## src/rtl/spi_slave_responder.sv

```systemverilog
`timescale 1ns/1ps
// SPI mode-0 slave: shifts queued TX bytes out on miso and delivers received mosi bytes.
// Latency: pins cross a 2-flop synchroniser; rx_valid follows the 8th sclk rise by ~4 clocks.
// Backpressure: tx_ready drops when the TX FIFO is full; rx has none (rx_valid is a pulse).
module spi_slave_responder #(
  parameter int         TX_DEPTH  = 4,
  parameter logic [7:0] IDLE_BYTE = 8'hFF
) (
  input  logic       clk50mhz,
  input  logic       rst,
  input  logic       sclk,
  input  logic       cs,
  input  logic       mosi,
  output logic       miso,
  input  logic [7:0] tx_data,
  input  logic       tx_valid,
  output logic       tx_ready,
  output logic [7:0] rx_data,
  output logic       rx_valid,
  output logic       busy,
  output logic       underrun
);

  localparam int AW = (TX_DEPTH > 1) ? $clog2(TX_DEPTH) : 1;

  typedef enum logic [0:0] {
    IDLE   = 1'b0,
    ACTIVE = 1'b1
  } state_t;

  // ------------------------------------------------------------------
  // Pin synchronisers
  // ------------------------------------------------------------------
  logic       sclk_s1, sclk_s2, sclk_s3;
  logic       cs_s1, cs_s2, cs_s3;
  logic       mosi_s1, mosi_s2;
  logic [1:0] sync_fill;
  logic       sync_ok;
  logic       sclk_rise, sclk_fall;
  logic       cs_fall, cs_rise;

  // Two stages for metastability, a third on sclk/cs for edge detection.
  // sync_fill counts post-reset cycles so the idle levels forced by reset
  // are never mistaken for a real cs falling edge.
  always_ff @(posedge clk50mhz) begin
    if (rst) begin
      sclk_s1   <= 1'b0;
      sclk_s2   <= 1'b0;
      sclk_s3   <= 1'b0;
      cs_s1     <= 1'b1;
      cs_s2     <= 1'b1;
      cs_s3     <= 1'b1;
      mosi_s1   <= 1'b0;
      mosi_s2   <= 1'b0;
      sync_fill <= 2'd0;
    end else begin
      sclk_s1 <= sclk;
      sclk_s2 <= sclk_s1;
      sclk_s3 <= sclk_s2;
      cs_s1   <= cs;
      cs_s2   <= cs_s1;
      cs_s3   <= cs_s2;
      mosi_s1 <= mosi;
      mosi_s2 <= mosi_s1;
      if (sync_fill != 2'd3) begin
        sync_fill <= sync_fill + 2'd1;
      end
    end
  end

  // Edges are only trusted once every stage holds a real pin sample.
  assign sync_ok   = (sync_fill == 2'd3);
  assign sclk_rise = sync_ok &  sclk_s2 & ~sclk_s3;
  assign sclk_fall = sync_ok & ~sclk_s2 &  sclk_s3;
  assign cs_fall   = sync_ok & ~cs_s2   &  cs_s3;
  assign cs_rise   = sync_ok &  cs_s2   & ~cs_s3;

  // ------------------------------------------------------------------
  // TX FIFO
  // ------------------------------------------------------------------
  logic [7:0]  fifo_mem [TX_DEPTH];
  logic [AW:0] wr_ptr, rd_ptr;
  logic        fifo_full, fifo_empty;
  logic        push, pop;
  logic [7:0]  load_byte;

  assign fifo_empty = (wr_ptr == rd_ptr);
  assign fifo_full  = (wr_ptr[AW] != rd_ptr[AW]) &&
                      (wr_ptr[AW-1:0] == rd_ptr[AW-1:0]);
  assign tx_ready   = ~fifo_full;
  assign push       = tx_valid & ~fifo_full;

  // An empty FIFO hands out IDLE_BYTE; the pop is then a no-op on the pointers.
  assign load_byte  = fifo_empty ? IDLE_BYTE : fifo_mem[rd_ptr[AW-1:0]];

  // Storage array: written on every accepted push, never reset.
  always_ff @(posedge clk50mhz) begin
    if (push) begin
      fifo_mem[wr_ptr[AW-1:0]] <= tx_data;
    end
  end

  // Pointers carry an extra wrap bit to tell full from empty.
  always_ff @(posedge clk50mhz) begin
    if (rst) begin
      wr_ptr <= '0;
      rd_ptr <= '0;
    end else begin
      if (push) begin
        wr_ptr <= wr_ptr + 1'b1;
      end
      if (pop) begin
        rd_ptr <= rd_ptr + 1'b1;
      end
    end
  end

  // ------------------------------------------------------------------
  // Transfer FSM
  // ------------------------------------------------------------------
  state_t     state;
  logic [2:0] bit_cnt;
  logic [7:0] tx_shift;
  logic [7:0] rx_shift;
  logic       rx_pend;
  logic       byte_done;
  logic       load_tx;

  // A TX load happens at frame start and on the falling edge that closes a
  // completed byte; cs rising takes priority over any sclk activity.
  always_comb begin
    load_tx = 1'b0;
    if (state == IDLE) begin
      load_tx = cs_fall;
    end else if (!cs_rise && sclk_fall && (bit_cnt == 3'd0) && byte_done) begin
      load_tx = 1'b1;
    end
  end

  assign pop = load_tx & ~fifo_empty;

  // Frame state, shift registers and the registered rx/underrun outputs.
  always_ff @(posedge clk50mhz) begin
    if (rst) begin
      state     <= IDLE;
      bit_cnt   <= 3'd0;
      tx_shift  <= 8'h00;
      rx_shift  <= 8'h00;
      rx_data   <= 8'h00;
      rx_pend   <= 1'b0;
      rx_valid  <= 1'b0;
      underrun  <= 1'b0;
      byte_done <= 1'b0;
    end else begin
      rx_valid <= rx_pend;
      rx_pend  <= 1'b0;
      underrun <= load_tx & fifo_empty;
      case (state)
        IDLE: begin
          if (cs_fall) begin
            state     <= ACTIVE;
            bit_cnt   <= 3'd0;
            byte_done <= 1'b0;
            tx_shift  <= load_byte;
          end
        end
        ACTIVE: begin
          if (cs_rise) begin
            // Any partial byte in either direction is simply dropped.
            state     <= IDLE;
            bit_cnt   <= 3'd0;
            byte_done <= 1'b0;
          end else if (sclk_rise) begin
            rx_shift <= {rx_shift[6:0], mosi_s2};
            bit_cnt  <= bit_cnt + 3'd1;
            if (bit_cnt == 3'd7) begin
              rx_data   <= {rx_shift[6:0], mosi_s2};
              rx_pend   <= 1'b1;
              byte_done <= 1'b1;
            end
          end else if (sclk_fall) begin
            if (bit_cnt != 3'd0) begin
              tx_shift <= {tx_shift[6:0], 1'b0};
            end else if (byte_done) begin
              tx_shift  <= load_byte;
              byte_done <= 1'b0;
            end
          end
        end
        default: begin
          state <= IDLE;
        end
      endcase
    end
  end

  assign miso = (state == ACTIVE) ? tx_shift[7] : 1'b1;
  assign busy = (state == ACTIVE);

endmodule
```

## config.mk

```make
export PLATFORM = sky130hd
export DESIGN_NAME = spi_slave_responder
export DESIGN_NICKNAME = d
export VERILOG_FILES = /design/src/rtl/spi_slave_responder.sv
export SDC_FILE = /design/constraint.sdc
export NUM_CORES = 1
export LEC_CHECK = 0
export CAP_MARGIN = 30
export CORE_MARGIN = 2
export CORE_UTILIZATION = 57
export CTS_CLUSTER_SIZE = 16
export DETAILED_ROUTE_END_ITERATION = 6
export PLACE_DENSITY_LB_ADDON = 0.15
export SLEW_MARGIN = 40
export SYNTH_ARGS = -nofsm -noshare
export SYNTH_HDL_FRONTEND = slang
export SYNTH_SLANG_ARGS = --single-unit
```

## constraint.sdc

```tcl
create_clock -name clk50mhz -period 1.95 [get_ports clk50mhz]
set_clock_uncertainty 0.15 [all_clocks]
set_input_delay 0.2925 -clock clk50mhz [delete_from_list [all_inputs] [get_ports clk50mhz]]
set_output_delay 0.2925 -clock clk50mhz [all_outputs]
set_load 0.01 [all_outputs]
```

## Yosys cells after proc, flatten, opt, wreduce, memory -nomap -nowiden

Memories as Yosys holds them, arrays and structs flattened. A register that Yosys moved wholly into a read port is not among the register bits.
Cells that the tools add are included.

| storage, ports and cells | value |
|---|---|
| RAM bits | 32 |
| bits in registers | 47 |
| input bits | 14 |
| word-level logic and storage cells | 103 |
| memories kept | 1 |

| cells by class | value |
|---|---|
| reduce and logical (&&, ||, !) cells | 13 |
| add/subtract/negate cells | 4 |
| equal/unequal tests | 15 |
| muxes and demuxes | 30 |
| bitwise gates (word level) | 20 |

Memories:

| name | words | width | read ports | clocked after Yosys merged registers in | write ports | RTL line | source |
|---|---|---|---|---|---|---|---|
| fifo_mem | 4 | 8 | 1 | 1 | 1 | 81 | `logic [7:0] fifo_mem [TX_DEPTH];` |

Operator list:

| operator | count |
|---|---|
| $mux W8 | 7 |
| $pmux W8 S2 | 1 |
| $mux W1 | 14 |
| $and A1 B1 Y1 | 11 |
| $ne A2 B2 Y1 const B | 5 |
| $add A3 B1 Y3 const B | 3 |
| $mux W3 | 3 |
| $not A1 Y1 | 9 |
| $ne A4 B4 Y1 const B | 2 |
| $reduce_and A4 Y1 | 2 |
| $pmux W3 S2 | 1 |
| $reduce_and A5 Y1 | 1 |
| $logic_and A1 B1 Y1 | 4 |
| $mux W2 | 2 |
| $ne A4 B3 Y1 const B | 1 |
| $pmux W1 S2 | 2 |
| $reduce_or A4 Y1 | 1 |
| $eq A3 B3 Y1 | 1 |
| $eq A3 B3 Y1 const B | 1 |
| $logic_not A3 Y1 | 1 |
| $ne A3 B1 Y1 const B | 1 |
| $ne A3 B3 Y1 const B | 1 |
| $reduce_and A3 Y1 | 1 |
| $reduce_bool A3 Y1 | 1 |
| other kinds (6) | 6 |

## Longest topological paths before layout

| depth | value |
|---|---|
| word-level depth | 12 |
| gate-level depth with buffers | 8 |
| mapped depth without buffers | 7 |

## Least setup slack after synthesis

OpenSTA, ideal clock, no wires.

| timing path | value |
|---|---|
| path kind | reg-to-reg |
| from | reg sync_fill[0] |
| to | reg with a tool-made name |
| cell stages (with the launch flop) | 8 |
| path slack | 0.233 ns |
| arrival time | 1.435 ns |
| cells stage by stage | dfxtp_1 ha_1 buf_4 and4b_1 a41oi_2 a31oi_4 mux2i_1 nor2_1 |

RTL lines:

| element | RTL line | source |
|---|---|---|
| start, declared | 37 | `logic [1:0] sync_fill;` |
| start signal, assigned | 66 | `sync_fill <= sync_fill + 2'd1;` |

## Worst setup path in the final report

| timing path | value |
|---|---|
| from | reg state, in the netlist busy |
| to | out busy |

RTL lines:

| element | RTL line | source |
|---|---|---|
| start, declared | 121 | `state_t state;` |
| start signal, assigned | 145 | `state <= IDLE;` |
| start signal, assigned | 161 | `state <= ACTIVE;` |
| start signal, assigned | 170 | `state <= IDLE;` |
| end, declared | 20 | `output logic busy,` |

No word-level cell between the ends.

==> flow_summary.ini <==
[power_and_ir_drop]
seq_power_share_pct = 56.9
switching_share_pct = 25.08
p_switching_mw = 0.8179
p_comb_share_pct = 8.2
leakage_nw = 1.492
p_per_area_nw_per_um2 = 814.9
p_int_mw = 2.444
p_clk_share_pct = 34.8
ir_worst_vdd_uv = 582.7

[timing]
max_freq_mhz = 531.8
finalCritPeriodShare_pct = 96.44
slew_viol_final = 0
max_slew_margin_pct = 68.41
setup_violations = 0
timing.final.ws_setup_ps = 69.47
hold_violations = 0
worst_slew_pin_slew_ps = 472.7
min_period_ps = 1881

[run]
drv_cap = 0

[floorplan]
dieArea_sq_um = 6420
rows = 27
boundaryPins = 27
die_y_um = 80.13
coreArea_sq_um = 5540
start_util_pct = 59.62
die-width_um = 80.13

[finish]
multi_input_area_sq_um = 1363
drive_above_1_share_pct = 22.48
syn_to_final_growth_pct = 21.17
diodes = 0
fillCellCount = 403
post-route-util_pct = 72.24
finalNetCount = 316
seq_area_sq_um = 1958

[placement]
port_buffers = 26
gp_congestion = 0.7447
pre_cts_slack_ps = 42.80
dp_hpwl_mm = 3.612

[yosys]
ys_seq_area_share_pct = 58.79
synth_edf_count = 32
avgSynthCellArea_sq_um = 13.11
synthFlopType = dfxtp_1
synth_cell_types = 47
synth-async-reset-ratio_pct = 0
synth_area_sq_um = 3303
ys_seq_elements = 81
yosysWarnings = 0
netlist_instances = 252
syn_nets = 275

[critical_path]
cp_data_arrival_time_ps = 1440
path_class = flip-flop to output port
path_max_fanout = 9
worst_setup_path_start_kind = flip-flop
worstPathRequired_ps = 1510
end_kind = output port

[global_route]
grt_pass1_wl_mm = 8.797
grt_antenna_before_repair = 0
grt_max_degree = 20
grt.total_usage_pct = 18.39
grt_pass1_vias = 1952
grt_overflow = 0

[detailed_routing]
num_vias = 1988
drtIter0Drc = 106
drc_errors = 0
final_antenna_net_count = 0
wl_per_cell_um = 14.58
avgViaCountPerCell = 5.373
wl_mm = 5.394
drt_first_pass_iters = 4

[cts]
cts_max_path_buffers = 2
clkTransAtPathRegs_ps = 90
clock_sink_count = 81
holdBufCountCts = 0
cts_max_level = 3
clock_latency_ps = 350
ctsRootBufferMaster = clkbuf_8
cts_tree = built
cts_buffers = 9

[hold_path]
min_path_type = flip-flop to flip-flop

[status]
status = completed
[area by class of cell]
cell class,count,area share (%)
Inverter,7,0.6565
Timing Repair Buffer,40,9.503
Sequential cell,81,48.92
Multi-Input combinational cell,154,34.04
Clock inverter,7,1.532
Tap cell,72,2.251
Clock buffer,9,3.095
[per-layer routing]
| metal | part of all wire (%) | vias to the layer above | track usage, % |
|---|---|---|---|
| met5 | 0 | - | 0 |
| met2 | 49 | 33 | 28.33 |
| met4 | 2.7 | 0 | 12.71 |
| li1 | - | 987 | - |
| met1 | 46 | 957 | 23.23 |
| met3 | 2.4 | 11 | 3.820 |
[registers in the layout (all words and copies together), names as in the netlist, 2 cells and up, named ones only]
register,flops
wr_ptr,3
tx_shift,8
sync_fill,2
fifo_mem,32
rd_ptr,3
rx_data,8
rx_shift,7
bit_cnt,3
[worst paths after layout]
path	end	startpoint	cells after the start	slack, ps
hold / removal	cs_s2	cs_s1	1	270
setup / recovery	busy	busy	2	70
setup reg to reg	tx_shift[7]	bit_cnt[0]	7	100
hold reg to reg	cs_s2	cs_s1	1	270
[Yosys cell counts, types with 2 or more instances]
cell      count  share of area (%)
clkbuf_1      5               0.57
or2_2         3               0.57
and2_1        3               0.57
nand2b_1      3               0.57
nor3_1        2               0.30
nand2_1       8               0.91
nor2b_1       8                1.5
xnor2_1       4                1.1
a21boi_0      2               0.45
edfxtp_1     32                 29
nor2_1       37                4.2
ha_1          9                3.4
dfxtp_1      49                 30
inv_1         7               0.80
mux4_2        8                5.5
xnor2_2       2               0.98
mux2i_1      24                7.3
a311oi_1      6                1.6
a22oi_1       2               0.45
buf_4         3               0.68
xor2_1        2               0.53
a21oi_1       5               0.76
a31oi_4       2                1.3
buf_6         2               0.68
nand2b_4      2               0.83
[critical path, stage by stage, from the launching register on]
cell and delay, ps:
dfxtp_4 420, buf_4 140, clkdlybuf4s50_1 530
[cell usage in the layout (no fill, tap or decap), types with 6 or more instances in the layout]
master           synthesis  final
mux4_2                   8      8
clkbuf_8                 0      9
mux2i_1                 24     24
nand2_1                  8      8
nor2b_1                  8      7
ha_1                     9      7
edfxtp_1                32     32
buf_4                    3     13
clkdlybuf4s50_1          0     25
inv_1                    7      7
a311oi_1                 6      6
nor2_1                  37     37
dfxtp_1                 49     42
[cell families (layout without fill, tap and decap cells)]
logic type	Yosys count	count (layout)	share of synthesized area [%]
buf+inv	18	63	2.841
fa+ha+maj	9	9	3.409
mux	32	32	12.73
xor+xnor	8	8	2.576
flops	81	81	58.79
simple gates	78	79	12.61
compound gates	26	26	7.045
[power by group through the flow]
stage / sequential [mW] / clock [mW] / combinational (mW)
4_1_cts: 1.85 / 1.16 / 0.261
5_1_grt: 1.86 / 1.24 / 0.300
6_report: 1.86 / 1.14 / 0.269
3_3_place_gp: 1.89 / 0 / 0.251
2_1_floorplan: 1.88 / 0 / 0.162
3_5_place_dp: 1.89 / 0 / 0.255
[metrics by stage]
stage | cells | total power, mW | setup TNS, ps | area [sq um] | hold WS (ps)
4_1_cts | 369 | 3.277 | -94.13 | 3914 | 262.8
3_3_place_gp | 352 | 2.138 | 0 | 3696 | 246.4
6_report | 370 | 3.262 | 0 | 4003 | 267.3
2_1_floorplan | 252 | 2.041 | 0 | 3303 | 239.5
5_1_grt | 370 | 3.402 | -9.449 | 4003 | 279.1
3_5_place_dp | 352 | 2.145 | 0 | 3696 | 244.0
[timing repair]
| action | in CTS | in global routing |
|---|---|---|
| gates cloned | 0 | 1 |
| endpoints found under the setup margin | 2 | 11 |
| buffers inserted | 1 | 0 |
| gates resized for setup | 7 | 16 |
| pin swaps | 2 | 1 |
No activity file was read; power rests on OpenSTA's default activity.
